**src/rtl/adder_arbiter_pkg.sv**
```systemverilog
// Shared types and sizing for the four-way adder arbiter.
package adder_arbiter_pkg;

  localparam int unsigned DEF_N_REQ = 4;
  localparam int unsigned DEF_WIDTH = 16;

  function automatic int unsigned id_width(input int unsigned n);
    return (n > 1) ? $clog2(n) : 1;
  endfunction

  localparam int unsigned DEF_ID_W = id_width(DEF_N_REQ);

  typedef enum logic [1:0] {
    IDLE = 2'd0,
    EXEC = 2'd1,
    RESP = 2'd2
  } state_e;

endpackage

```
**src/rtl/cla_adder16.sv**
```systemverilog
// 16-bit carry-lookahead adder: four 4-bit groups with group generate/propagate.
module cla_adder16 (
  input  logic [15:0] a,
  input  logic [15:0] b,
  input  logic        cin,
  output logic [15:0] sum,
  output logic        cout
);

  logic [15:0] g;
  logic [15:0] p;
  logic [15:0] c;
  logic [3:0]  gg;
  logic [3:0]  gp;
  logic [4:0]  gc;

  assign g = a & b;
  assign p = a ^ b;

  always_comb begin
    gg    = '0;
    gp    = '0;
    gc    = '0;
    c     = '0;
    gc[0] = cin;
    for (int i = 0; i < 4; i++) begin
      gp[i] = &p[4*i +: 4];
      gg[i] = g[4*i+3]
            | (p[4*i+3] & g[4*i+2])
            | (p[4*i+3] & p[4*i+2] & g[4*i+1])
            | (p[4*i+3] & p[4*i+2] & p[4*i+1] & g[4*i]);
      gc[i+1]  = gg[i] | (gp[i] & gc[i]);
      c[4*i]   = gc[i];
      for (int k = 1; k < 4; k++) begin
        c[4*i+k] = g[4*i+k-1] | (p[4*i+k-1] & c[4*i+k-1]);
      end
    end
  end

  assign sum  = p ^ c;
  assign cout = gc[4];

endmodule

```
**src/rtl/rr_arbiter.sv**
```systemverilog
// Round-robin grant: first asserted request at or after ptr, wrapping modulo N_REQ.
module rr_arbiter
  import adder_arbiter_pkg::*;
#(
  parameter int unsigned N_REQ = DEF_N_REQ,
  parameter int unsigned ID_W  = id_width(N_REQ)
) (
  input  logic [N_REQ-1:0] req,
  input  logic [ID_W-1:0]  ptr,
  output logic [N_REQ-1:0] grant,
  output logic [ID_W-1:0]  idx
);

  always_comb begin
    int unsigned pos;
    logic        found;
    grant = '0;
    idx   = '0;
    found = 1'b0;
    pos   = 0;
    for (int unsigned k = 0; k < N_REQ; k++) begin
      pos = (32'(ptr) + k) % N_REQ;
      if (!found && req[pos]) begin
        found      = 1'b1;
        grant[pos] = 1'b1;
        idx        = ID_W'(pos);
      end
    end
  end

endmodule

```
**src/rtl/adder_arbiter.sv**
```systemverilog
// Shares one adder among N_REQ requesters; round-robin grant, per-requester carry for chained ops.
module adder_arbiter
  import adder_arbiter_pkg::*;
#(
  parameter  int unsigned N_REQ = DEF_N_REQ,
  parameter  int unsigned WIDTH = DEF_WIDTH,
  localparam int unsigned ID_W  = id_width(N_REQ)
) (
  input  logic                         clk,
  input  logic                         rst_n,
  input  logic [N_REQ-1:0]             req_valid,
  output logic [N_REQ-1:0]             req_ready,
  input  logic [N_REQ-1:0][WIDTH-1:0]  req_a,
  input  logic [N_REQ-1:0][WIDTH-1:0]  req_b,
  input  logic [N_REQ-1:0]             req_sub,
  input  logic [N_REQ-1:0]             req_chain,
  output logic                         rsp_valid,
  input  logic                         rsp_ready,
  output logic [ID_W-1:0]              rsp_id,
  output logic [WIDTH-1:0]             rsp_sum,
  output logic                         rsp_cout
);

  localparam int unsigned SUM_W = WIDTH + 1;

  state_e           state_q;
  state_e           state_d;
  logic [ID_W-1:0]  ptr_q;
  logic [N_REQ-1:0] grant;
  logic [ID_W-1:0]  grant_idx;
  logic             hs_c;
  logic             exec_c;

  logic [WIDTH-1:0] op_a_q;
  logic [WIDTH-1:0] op_b_q;
  logic             op_sub_q;
  logic             op_chain_q;
  logic [ID_W-1:0]  op_id_q;
  logic [N_REQ-1:0] carry_q;

  logic [WIDTH-1:0] b_eff;
  logic             cin;
  logic [WIDTH-1:0] add_sum;
  logic             add_cout;

  rr_arbiter #(
    .N_REQ (N_REQ),
    .ID_W  (ID_W)
  ) u_rr (
    .req   (req_valid),
    .ptr   (ptr_q),
    .grant (grant),
    .idx   (grant_idx)
  );

  always_ff @(posedge clk or negedge rst_n) begin
    if (!rst_n) state_q <= IDLE;
    else        state_q <= state_d;
  end

  // Next state plus the combinational grant strobes; ready only exposed in IDLE.
  always_comb begin
    state_d   = state_q;
    req_ready = '0;
    hs_c      = 1'b0;
    exec_c    = 1'b0;
    unique case (state_q)
      IDLE: begin
        req_ready = grant;
        if (|req_valid) begin
          hs_c    = 1'b1;
          state_d = EXEC;
        end
      end
      EXEC: begin
        exec_c  = 1'b1;
        state_d = RESP;
      end
      RESP: begin
        if (rsp_ready) state_d = IDLE;
      end
      default: state_d = IDLE;
    endcase
  end

  always_ff @(posedge clk or negedge rst_n) begin
    if (!rst_n) begin
      ptr_q      <= '0;
      op_a_q     <= '0;
      op_b_q     <= '0;
      op_sub_q   <= 1'b0;
      op_chain_q <= 1'b0;
      op_id_q    <= '0;
    end else if (hs_c) begin
      op_a_q     <= req_a[grant_idx];
      op_b_q     <= req_b[grant_idx];
      op_sub_q   <= req_sub[grant_idx];
      op_chain_q <= req_chain[grant_idx];
      op_id_q    <= grant_idx;
      ptr_q      <= (grant_idx == ID_W'(N_REQ - 1)) ? '0 : grant_idx + ID_W'(1);
    end
  end

  // Subtract is A + ~B + 1 unless a chained op borrows its stored carry instead.
  assign b_eff = op_sub_q ? ~op_b_q : op_b_q;
  assign cin   = op_chain_q ? carry_q[op_id_q] : op_sub_q;

  if (WIDTH == 16) begin : g_cla
    cla_adder16 u_cla (
      .a    (op_a_q),
      .b    (b_eff),
      .cin  (cin),
      .sum  (add_sum),
      .cout (add_cout)
    );
  end else begin : g_beh
    assign {add_cout, add_sum} = SUM_W'(op_a_q) + SUM_W'(b_eff) + SUM_W'(cin);
  end

  always_ff @(posedge clk or negedge rst_n) begin
    if (!rst_n) begin
      carry_q   <= '0;
      rsp_valid <= 1'b0;
      rsp_id    <= '0;
      rsp_sum   <= '0;
      rsp_cout  <= 1'b0;
    end else if (exec_c) begin
      carry_q[op_id_q] <= add_cout;
      rsp_valid        <= 1'b1;
      rsp_id           <= op_id_q;
      rsp_sum          <= add_sum;
      rsp_cout         <= add_cout;
    end else if (rsp_valid && rsp_ready) begin
      rsp_valid <= 1'b0;
    end
  end

endmodule

```
**config.mk**
```make
export PLATFORM = sky130hd
export DESIGN_NAME = adder_arbiter
export DESIGN_NICKNAME = d
export VERILOG_FILES = /design/src/rtl/adder_arbiter_pkg.sv /design/src/rtl/cla_adder16.sv /design/src/rtl/rr_arbiter.sv /design/src/rtl/adder_arbiter.sv
export SDC_FILE = /design/constraint.sdc
export NUM_CORES = 1
export LEC_CHECK = 0
export BUFFER_PORTS_ARGS = -buffer_cell sky130_fd_sc_hd__buf_2
export CORE_ASPECT_RATIO = 0.6
export CORE_MARGIN = 3
export CORE_UTILIZATION = 43
export CTS_CLUSTER_SIZE = 8
export DETAILED_ROUTE_END_ITERATION = 8
export MAX_ROUTING_LAYER = met4
export PLACE_DENSITY = 0.74
export REMOVE_ABC_BUFFERS = 1
export SLEW_MARGIN = 20
export SYNTH_ARGS = -nofsm -noshare
export SYNTH_HDL_FRONTEND = slang
export SYNTH_SLANG_ARGS = --single-unit
```
**constraint.sdc**
```tcl
create_clock -name clk -period 9.8 [get_ports clk]
set_clock_uncertainty 0.2 [all_clocks]
set_input_delay 0.98 -clock clk [delete_from_list [all_inputs] [get_ports clk]]
set_output_delay 0.98 -clock clk [all_outputs]
set_load 0.005 [all_outputs]
```
=== Word level (Yosys, flattened, before mapping) ===
Cells that the tools add are included.

* $add $sub $neg: 4
* Order comparisons: 11
* Eq/ne operators: 5
* Mux-type cells: 52
* Bitwise operators: 71
* Reduce and logical (&&, ||, !) cells: 20

{| class="wikitable"
|+ Operators by type and width
! cell !! number
|-
| $bmux W16 S2 || 2
|-
| $mux W16 || 3
|-
| $and A1 B1 Y1 || 36
|-
| $xor A16 B16 Y16 || 2
|-
| $or A1 B1 Y1 || 28
|-
| $mux W1 || 21
|-
| $mux W4 || 5
|-
| $lt A2 B3 Y1 const B || 6
|-
| $and A16 B16 Y16 || 1
|-
| $not A16 Y16 || 1
|-
| $reduce_and A4 Y1 || 4
|-
| $bmux W1 S2 || 7
|-
| $mux W2 || 7
|-
| $or A4 B4 Y4 || 3
|-
| $demux W1 S2 || 5
|-
| $ge A2 B1 Y1 const B || 5
|-
| $logic_and A1 B1 Y1 || 9
|-
| $pmux W2 S3 || 1
|-
| $add A2 B1 Y2 const B || 2
|-
| $add A2 B2 Y2 const B || 2
|-
| $bwmux W4 || 1
|-
| $eq A2 B2 Y1 const B || 2
|-
| $ne A2 B2 Y1 const B || 2
|-
| $reduce_or A4 Y1 || 1
|-
| 5 further kinds || 7
|}

* Flip-flop bits (word level): 64
* Input port bits: 143
* Output and inout bits: 24
* Word-level logic and storage cells: 175

=== Longest topological paths before layout ===
Gate-level depths: netlist of run 1.

* Depth in word-level cells: 19
* Mapped depth: 15
* Gate-level depth less buffers: 13

=== Modules after synthesis ===
From an unflattened synthesis of run 1, not the netlist that was laid out.

* Cell total of the unflattened synthesis: 370
* Area total of the unflattened synthesis: 4,749.6 um2

{| class="wikitable"
|+ By module, submodules not included
! module !! times used !! cells each !! area each (um2) !! seq. area each (um2)
|-
| adder_arbiter || 1 || 252 || 3,629.7 || 1,601.5
|-
| cla_adder16 || 1 || 72 || 700.7 || 0.0
|-
| rr_arbiter || 1 || 46 || 419.2 || 0.0
|}

=== Worst setup path before layout of run 1 ===
OpenSTA, ideal clock, no wires.

* Kind: register to register
* From: register op_sub_q
* To: register rsp_sum[15]
* Library setup time: 0.083 ns
* Data arrival time: 3.549 ns
* Data required time: 9.517 ns
* Path slack: 5.968 ns
* Cell stages (with the launch flop): 15
* Buffers on the path: 2
* Period minus slack after synthesis: 3.832 ns
* Cells stage by stage: dfrtp_1 > clkbuf_1 > clkbuf_1 > xor2_1 > ha_1 > a21o_1 > a21o_1 > a21oi_1 > a2bb2oi_2 > nor2b_1 > fa_1 > fa_1 > fa_1 > xor2_1 > o21ai_0

* Word-level cells in the longest chain between the ends: 18
* Elaborated cells on any way between the ends: 44
* Those cells by class: mux (2); bitwise (39); reduce/logical (3)

{| class="wikitable"
|+ RTL lines
! what !! RTL line !! source
|-
| from (decl) || adder_arbiter.sv:36 || <nowiki>logic op_sub_q;</nowiki>
|-
| from (signal assigned) || adder_arbiter.sv:97 || <nowiki>op_sub_q <= req_sub[grant_idx];</nowiki>
|-
| $mux W16 || adder_arbiter.sv:105 || <nowiki>assign b_eff = op_sub_q ? ~op_b_q : op_b_q;</nowiki>
|-
| $xor A16 B16 Y16 / $and A16 B16 Y16 (equally long branches) || cla_adder16.sv:18, cla_adder16.sv:17 ||
|-
| $and A1 B1 Y1 (on tied branches) || cla_adder16.sv:29, cla_adder16.sv:30, cla_adder16.sv:31 ||
|-
| $or A1 B1 Y1, or another cell as far along || cla_adder16.sv:29 || <nowiki>| (p[4*i+3] & g[4*i+2])</nowiki>
|-
| $or A1 B1 Y1 / $and A1 B1 Y1 (equally long branches) || cla_adder16.sv:30, cla_adder16.sv:31 ||
|-
| $or A1 B1 Y1 || cla_adder16.sv:31 || <nowiki>| (p[4*i+3] & p[4*i+2] & p[4*i+1] & g[4*i]);</nowiki>
|-
| $or A1 B1 Y1 || cla_adder16.sv:32 || <nowiki>gc[i+1] = gg[i] | (gp[i] & gc[i]);</nowiki>
|-
| $and A1 B1 Y1 || cla_adder16.sv:32 ||
|-
| [... 2 more ...] || - ||
|-
| $or A1 B1 Y1 || cla_adder16.sv:32 ||
|-
| $and A1 B1 Y1 || cla_adder16.sv:35 || <nowiki>c[4*i+k] = g[4*i+k-1] | (p[4*i+k-1] & c[4*i+k-1]);</nowiki>
|-
| $or A1 B1 Y1 || cla_adder16.sv:35 ||
|-
| $and A1 B1 Y1 || cla_adder16.sv:35 ||
|-
| $or A1 B1 Y1 || cla_adder16.sv:35 ||
|-
| $and A1 B1 Y1 || cla_adder16.sv:35 ||
|-
| $or A1 B1 Y1 || cla_adder16.sv:35 ||
|-
| $xor A16 B16 Y16 * || cla_adder16.sv:40 || <nowiki>assign sum = p ^ c;</nowiki>
|-
| to (signal assigned) || adder_arbiter.sv:131 || <nowiki>rsp_sum <= add_sum;</nowiki>
|-
| to (decl) || adder_arbiter.sv:20 || <nowiki>output logic [WIDTH-1:0] rsp_sum,</nowiki>
|}

Mark *: on every way between the ends. The rest lies on a longest branch, timed or not.
A chain may end at the register's enable or synchronous reset.

==> impl_metrics.ini, run 1 <==
[synthesis]
synth_area_mm2 = 0.00491
yosys_most_used_dff = dfrtp_1
yosysTopAreaCellShare_pct = 32.6
ys_seq_area_share_pct = 32.6
avgSynthCellArea_um2 = 10.8
ys_ff_latch = 64
synth.yosys.warnings = 0
yosys.area.top_type = dfrtp_1
synth_area_leaders = dfrtp_1, mux2i_1, a221oi_2
synth_edf_count = 0
synth_cells = 453
async_reset_ff_share_pct = 100
synth_cell_types = 47

[hold_path]
hold_end = rsp_sum[0]
holdPathStages = 2
hp-class = flop to flop
holdCritStartpoint = rsp_sum[0]

[sta]
rsz0062_at_grt = false
worstMarginPinSlew_ns = 1.03
fmax_mhz = 234
finalSetupViolCount = 0
hold_violations = 0
maxSlewViolCount = 0
final.period_utilization_pct = 43.5
max-slew-margin-rel_pct = 30.9
post-route-min-period_ns = 4.26
tns_ns = 0
fin_ws_ns = 5.54

[cells_and_area]
fin_area_mm2 = 0.00602
insertedDiodeCount = 0
drive_gt1_share_pct = 39.1
post-route-util_pct = 55.5
area_growth_pct = 22.6
final_common_cell = buf_2
mostFrequentLayoutCells = buf_2, mux2i_1, dfrtp_1
fin_nets = 782
final_cells = 748

[detailed_routing]
ant_nets = 0
vias = 3930
drtPass1Iterations = 4
wl_um = 11800
via_per_inst = 5.25
wl_per_cell_um = 15.8
drtIter0Drc = 131
drc_errors = 0

[power]
powerDensity_mw_per_mm2 = 430
netSwitchingPower_mw = 1.18
pwr-share-comb_pct = 66.8
switching_share_pct = 45.8
ir_drop_uv = 160
p_leak_nw = 3.02
p_int_mw = 1.40
power_frac_seq_pct = 20.8
p_clk_share_pct = 12.3

[setup_path]
cp_cell_sequence = inv_1 -> ha_1 -> mux4_2 -> nor2b_4 -> a22oi_1 -> or2_2 -> a21oi_1 -> buf_2
end_kind = primary output
cp_max_fo = 13
cpPeakStageDelay_ns = 0.67
cp_num_buf_inv = 2
crit_path_start_kind = flop
path_class = flop to primary output
reg2reg_depth = 11
r2r-start = op_sub_q
worstPathArrival_ns = 3.08
r2r-end = rsp_sum[15]
crit_required_ns = 8.62
ff2ff_setup_slack_ns = 5.84
cp_top_family = flip-flops
crit_slowest_cell = dfrtp_1

[cts]
tritoncts = built
hold_buffers = 0
clock_sinks = 64
cts_root_buffer = clkbuf_16
clk_pin_slew_ns = 0.05
cts_buffer_depth = 2
clk_latency_ns = 0.33
htreeDepth = 3
cts_buffers = 9
postCtsSetupRepairBufs = 0
cts_resized = 0

[placed_design]
dp_cells = 732
post-place-ws_ns = 5.82
place_area_mm2 = 0.00571
place_hpwl_um = 8980
gp_congestion = 0.905
port_buffers = 166

[global_route]
grt_pass1_vias = 3936
grt_pass1_wl_um = 18700
grt_max_degree = 65
grt_usage_pct = 19.3
overflow = 0
antenna_found_initial = 0

[outcome]
outcome = completed

[floorplanning]
die_area_mm2 = 0.0128
start_util_pct = 45.2
dieWidth_um = 144
fp-row-count = 29
ios = 167
core-area_mm2 = 0.0108
die_y_um = 88.8

[job]
drv_cap = 0
[worst max path at each step]
stage,start,endpoint,slack (ns),cells past startpoint
3_3_place_gp,op_sub_q,rsp_sum[15],5.97,12
3_5_place_dp,op_sub_q,rsp_sum[15],5.82,11
6_report,flop,req_ready[0],5.54,8
4_1_cts,flop,req_ready[0],5.55,8
5_1_grt,flop,req_ready[1],5.31,8
2_1_floorplan,flop,op_a_q[0],4.31,6
[routing by layer]
| metal | wire [um] | global-route usage [%] | vias to the layer above | share of wire [%] |
|---|---|---|---|---|
| li1 | - | - | 1949 | - |
| met3 | 735 | 4.59 | 11 | 6.2 |
| met4 | 108 | 4.87 | 0 | 0.92 |
| met5 | 0 | - | - | 0 |
| met2 | 5370 | 29.8 | 138 | 46 |
| met1 | 5570 | 25.9 | 1832 | 47 |
[sequential cells by signal (all words and copies together) (netlist names), named ones only]
register / flops
op_chain_q: 1
op_a_q: 16
ptr_q: 1
rsp_valid: 1
carry_q: 4
rsp_cout: 1
op_b_q: 16
op_id_q: 2
state_q: 2
rsp_sum: 16
rsp_id: 2
op_sub_q: 1
[cell type report]
class / count / area (um2)
Timing Repair Buffer: 171 / 868
Multi-Input combinational cell: 333 / 2980
Clock inverter: 3 / 40.0
Sequential cell: 64 / 1600
Inverter: 25 / 93.8
Tap cell: 139 / 174
Clock buffer: 13 / 260
Fill cell: 967 / 4830
[through the flow]
stage          total power, mW  hold WS, ns
2_1_floorplan             1.92        0.270
3_3_place_gp              2.21        0.256
3_5_place_dp              2.28        0.262
4_1_cts                   2.62        0.275
5_1_grt                   2.85        0.306
6_report                  2.59        0.273
[kinds of logic (layout without fill, tap and decap cells)]
| family | Yosys count | after routing | share of synthesized area [%] |
|---|---|---|---|
| xor gates and xnor gates | 21 | 21 | 3.75 |
| and+or+nand+nor | 104 | 104 | 10.2 |
| muxes | 79 | 79 | 17.5 |
| DFF | 64 | 64 | 32.6 |
| buffers and inverters | 56 | 212 | 7.16 |
| adders and majority gates | 35 | 35 | 10.8 |
| AOI/OAI and AO/OA | 94 | 94 | 18.0 |
[cell usage after synthesis (all sizes together) (3+ instances only)]
library cell and number:
a21o 10, a21oi 6, a221oi 34, a22oi 8
a31oi 6, buf 18, clkbuf 13, dfrtp 64
fa 12, ha 23, inv 25, mux2 3
mux2i 71, mux4 5, nand2 35, nand2b 3
nand4 3, nor2 44, nor2b 4, o21ai 18
o22ai 5, or2 5, xnor2 3, xor2 18
[power groups by stage]
stage          Clock, mW  Sequential (mW)  Combinational [mW]
2_1_floorplan          0            0.512                1.41
3_3_place_gp           0            0.535                1.68
3_5_place_dp           0            0.543                1.74
4_1_cts            0.327            0.541                1.75
5_1_grt            0.337            0.561                1.95
6_report           0.319            0.540                1.73
[worst register-to-register path, delay by kind of cell (launching register included)]
family	cells	cell delay, ns
fa+ha+maj	4	1.52
flops	1	0.93
compound gates	3	0.48
xor+xnor	2	0.41
simple gates	2	0.34
No activity file was read; power rests on OpenSTA's default activity.
==> run 2: changes to the inputs <==
--- a/config.mk
+++ b/config.mk
@@ -5,6 +5,7 @@
 export SDC_FILE = /design/constraint.sdc
 export NUM_CORES = 1
 export LEC_CHECK = 0
+export ABC_AREA = 1
 export BUFFER_PORTS_ARGS = -buffer_cell sky130_fd_sc_hd__buf_2
 export CORE_ASPECT_RATIO = 0.6
 export CORE_MARGIN = 3
@@ -12,7 +13,7 @@
 export CTS_CLUSTER_SIZE = 8
 export DETAILED_ROUTE_END_ITERATION = 8
 export MAX_ROUTING_LAYER = met4
-export PLACE_DENSITY = 0.74
+export PLACE_DENSITY = 0.76
 export REMOVE_ABC_BUFFERS = 1
 export SLEW_MARGIN = 20
 export SYNTH_ARGS = -nofsm -noshare
==> constraint.sdc (replaced) <==
create_clock -name clk -period 3.8 [get_ports clk]
set_clock_uncertainty 0.2 [all_clocks]
set_input_delay 0.38 -clock clk [delete_from_list [all_inputs] [get_ports clk]]
set_output_delay 0.38 -clock clk [all_outputs]
set_load 0.005 [all_outputs]
==> run 2 against run 1 <==
Net effect:
- die area up 6.8%
- total power rose to 2.9 times the previous value
- area after synthesis up 7.2%
- worst hold slack worse by 0.16 ns
- sequential power rose to 2.5 times the previous value
- register-to-register slack worse by 5.6 ns
- largest power group unchanged
- largest cell class unchanged
- count of clock-buffer cells in the layout down 1
- via count up 33%
- synthesized cell count up 69%
- clock power up 130%
- sequential share of layout area down 1.9 points
- flip-flop and latch count unchanged
==> impl_metrics.ini, run 2 <==
[outcome]
outcome = completed

[hold_path]
hp-class = input port to flop

[detailed_routing]
drtIter0Drc = 292
wl_um = 14700
drtPass1Iterations = 5
via_per_inst = 4.84
vias = 5220
wl_per_cell_um = 13.6
drc_errors = 0
ant_nets = 0

[synthesis]
yosysMostFrequentCell = nand2_1
yosys-top-cells-count = nand2_1, nand3_1, nor2_1, inv_1, dfrtp_1
yosysTopAreaCellShare_pct = 30.4
synth_cell_types = 40
async_reset_ff_share_pct = 100
synth_cells = 764
synth_area_mm2 = 0.00526
yosys_most_used_dff = dfrtp_1
synth_edf_count = 0
ys_ff_latch = 64
synth_area_leaders = dfrtp_1, nand2_1, nand3_1
yosys.area.top_type = dfrtp_1
ys_seq_area_share_pct = 30.4
synth.yosys.warnings = 0
avgSynthCellArea_um2 = 6.89

[cts]
clock_sinks = 64
clk_latency_ns = 0.32
tritoncts = built
htreeDepth = 3
cts_buffers = 9
clk_pin_slew_ns = 0.05
postCtsSetupRepairBufs = 0
cts_root_buffer = clkbuf_16
cts_buffer_depth = 2

[placed_design]
dp_cells = 1064
place_area_mm2 = 0.00618
place_hpwl_um = 11300
port_buffers = 166
gp_congestion = 0.927
post-place-ws_ns = 0.194

[setup_path]
crit_cells = 17
crit_path_start_kind = flop
r2r-end = rsp_sum[15]
crit_path_start = op_sub_q
cpPeakStageDelay_ns = 0.45
cp_cell_sequence = buf_6 -> xor2_2 -> ha_1 -> inv_1 -> nor2_1 -> nand3_1 -> nand2_1 -> nand2_1 -> nand2_1 -> nand2_1 -> nand2_1 -> inv_1 -> fa_1 -> fa_1 -> fa_1 -> xor2_1 -> o21ai_0
cp_num_buf_inv = 3
crit_slowest_cell = dfrtp_2
end_kind = flop
cp_common_cell = nand2_1
cp_max_fo = 6
r2r-start = op_sub_q
worstSetupEndpoint = rsp_sum[15]
crit_required_ns = 3.82
cp_top_family = adder cells
reg2reg_depth = 17
ff2ff_setup_slack_ns = 0.23
path_class = flop to flop
worstPathArrival_ns = 3.59

[sta]
fin_ws_ns = 0.232
post-route-min-period_ns = 3.57
rsz0062_at_grt = false
max-slew-margin-rel_pct = 34.7
worstMarginPinSlew_ns = 0.973
hold_violations = 0
finalSetupViolCount = 0
maxSlewViolCount = 0
fmax_mhz = 280
tns_ns = 0
final.period_utilization_pct = 93.9

[cells_and_area]
post-route-util_pct = 55.8
insertedDiodeCount = 0
final_cells = 1078
multiInputGateArea_mm2 = 0.00322
fin_area_mm2 = 0.00649
fill_cells = 1133
area_growth_pct = 23.3
reg.largest.list = op_a_q x16, op_b_q x16, rsp_sum x16
ff_latch_area_mm2 = 0.00160
fin_nets = 1094
mostFrequentLayoutCells = nand2_1, buf_2, nand3_1
drive_gt1_share_pct = 27.3
final_common_cell = nand2_1

[floorplanning]
core-area_mm2 = 0.0116
start_util_pct = 45.2
die_area_mm2 = 0.0136
dieWidth_um = 149
ios = 167
fp-row-count = 30
die_y_um = 91.7

[global_route]
grt_usage_pct = 22.2
overflow = 0
grt_pass1_vias = 4758
antenna_found_initial = 0
grt_max_degree = 69
grt_pass1_wl_um = 23600

[power]
p_leak_nw = 3.67
ir_drop_uv = 451
powerDensity_mw_per_mm2 = 1170

[job]
drv_cap = 0
==> run 2: cell types whose count changed after synthesis, moves of 16 or more <==
cell      delta
nand3_1     +88
nand2_1    +230
inv_1       +42
nand3b_1    +16
or2_2       +18
a221oi_2    -30
nor2_1      +26
mux2i_1     -71
==> run 2: per-layer routing <==
layer  global-route usage [%]  wire, um  vias up
met5                        -         0        -
met4                     4.72       130        0
met3                     4.25       939       10
met2                     31.1      6160      163
met1                     33.3      7460     2357
li1                         -         -     2690
==> run 2: worst min-delay path by stage <==
stage | from | to | slack [ns] | depth (start not counted)
after global routing | rsp_ready | rsp_valid | 0.13 | 4
after CTS | rsp_ready | rsp_valid | 0.11 | 4
final | rsp_ready | rsp_valid | 0.12 | 4
after global placement | rst_n | rsp_valid | 0.22 | 1
after floorplan | rst_n | asynchronous set/reset pin | -0.12 | 0
after detailed placement | rst_n | rsp_id[0] | 0.22 | 1
==> run 2: per-stage QoR <==
| stage | power, mW | hold WS [ns] |
|---|---|---|
| 2_1_floorplan | 5.09 | -0.116 |
| 3_3_place_gp | 6.65 | 0.219 |
| 3_5_place_dp | 6.75 | 0.224 |
| 4_1_cts | 7.52 | 0.113 |
| 5_1_grt | 8.38 | 0.128 |
| 6_report | 7.57 | 0.117 |
==> run 2: worst reg2reg max path: cells and delay by family (launching register included) <==
| family | cells | cell delay [ns] |
|---|---|---|
| adder cells (fa/ha/maj) | 4 | 1.45 |
| AND/OR/NAND/NOR | 7 | 0.62 |
| flip-flops | 1 | 0.45 |
| XOR/XNOR | 2 | 0.34 |
| buffers and inverters | 3 | 0.25 |
| AO/OA/AOI/OAI | 1 | 0.15 |
==> run 2: what timing repair did <==
item | in CTS | in global routing
resized for setup | 0 | 7
endpoints found under the hold margin | 26 | 0
setup endpoints to repair | 0 | 1
hold buffers | 1 | 0
==> run 2: kinds of logic after synthesis <==
logic type / share of synthesized area [%]
buffers and inverters: 9.15
xor gates and xnor gates: 3.33
DFF: 30.4
AOI/OAI and AO/OA: 4.97
adders and majority gates: 10.0
and+or+nand+nor: 42.1
==> run 2: layout make-up <==
type | count | area share (%)
Inverter | 73 | 4.34
Clock inverter | 1 | 0.0771
Clock buffer | 12 | 3.95
Timing Repair Buffer | 176 | 14.2
Multi-Input combinational cell | 592 | 49.6
Tap cell | 160 | 3.08
Sequential cell | 64 | 24.7
==> run 2: power by group <==
| group | total [mW] | leakage, nW | internal (mW) | switching, mW |
|---|---|---|---|---|
| Combinational | 5.49 | 2.79 | 2.01 | 3.48 |
| Sequential | 1.35 | 0.750 | 1.06 | 0.282 |
| Clock | 0.727 | 0.130 | 0.464 | 0.263 |
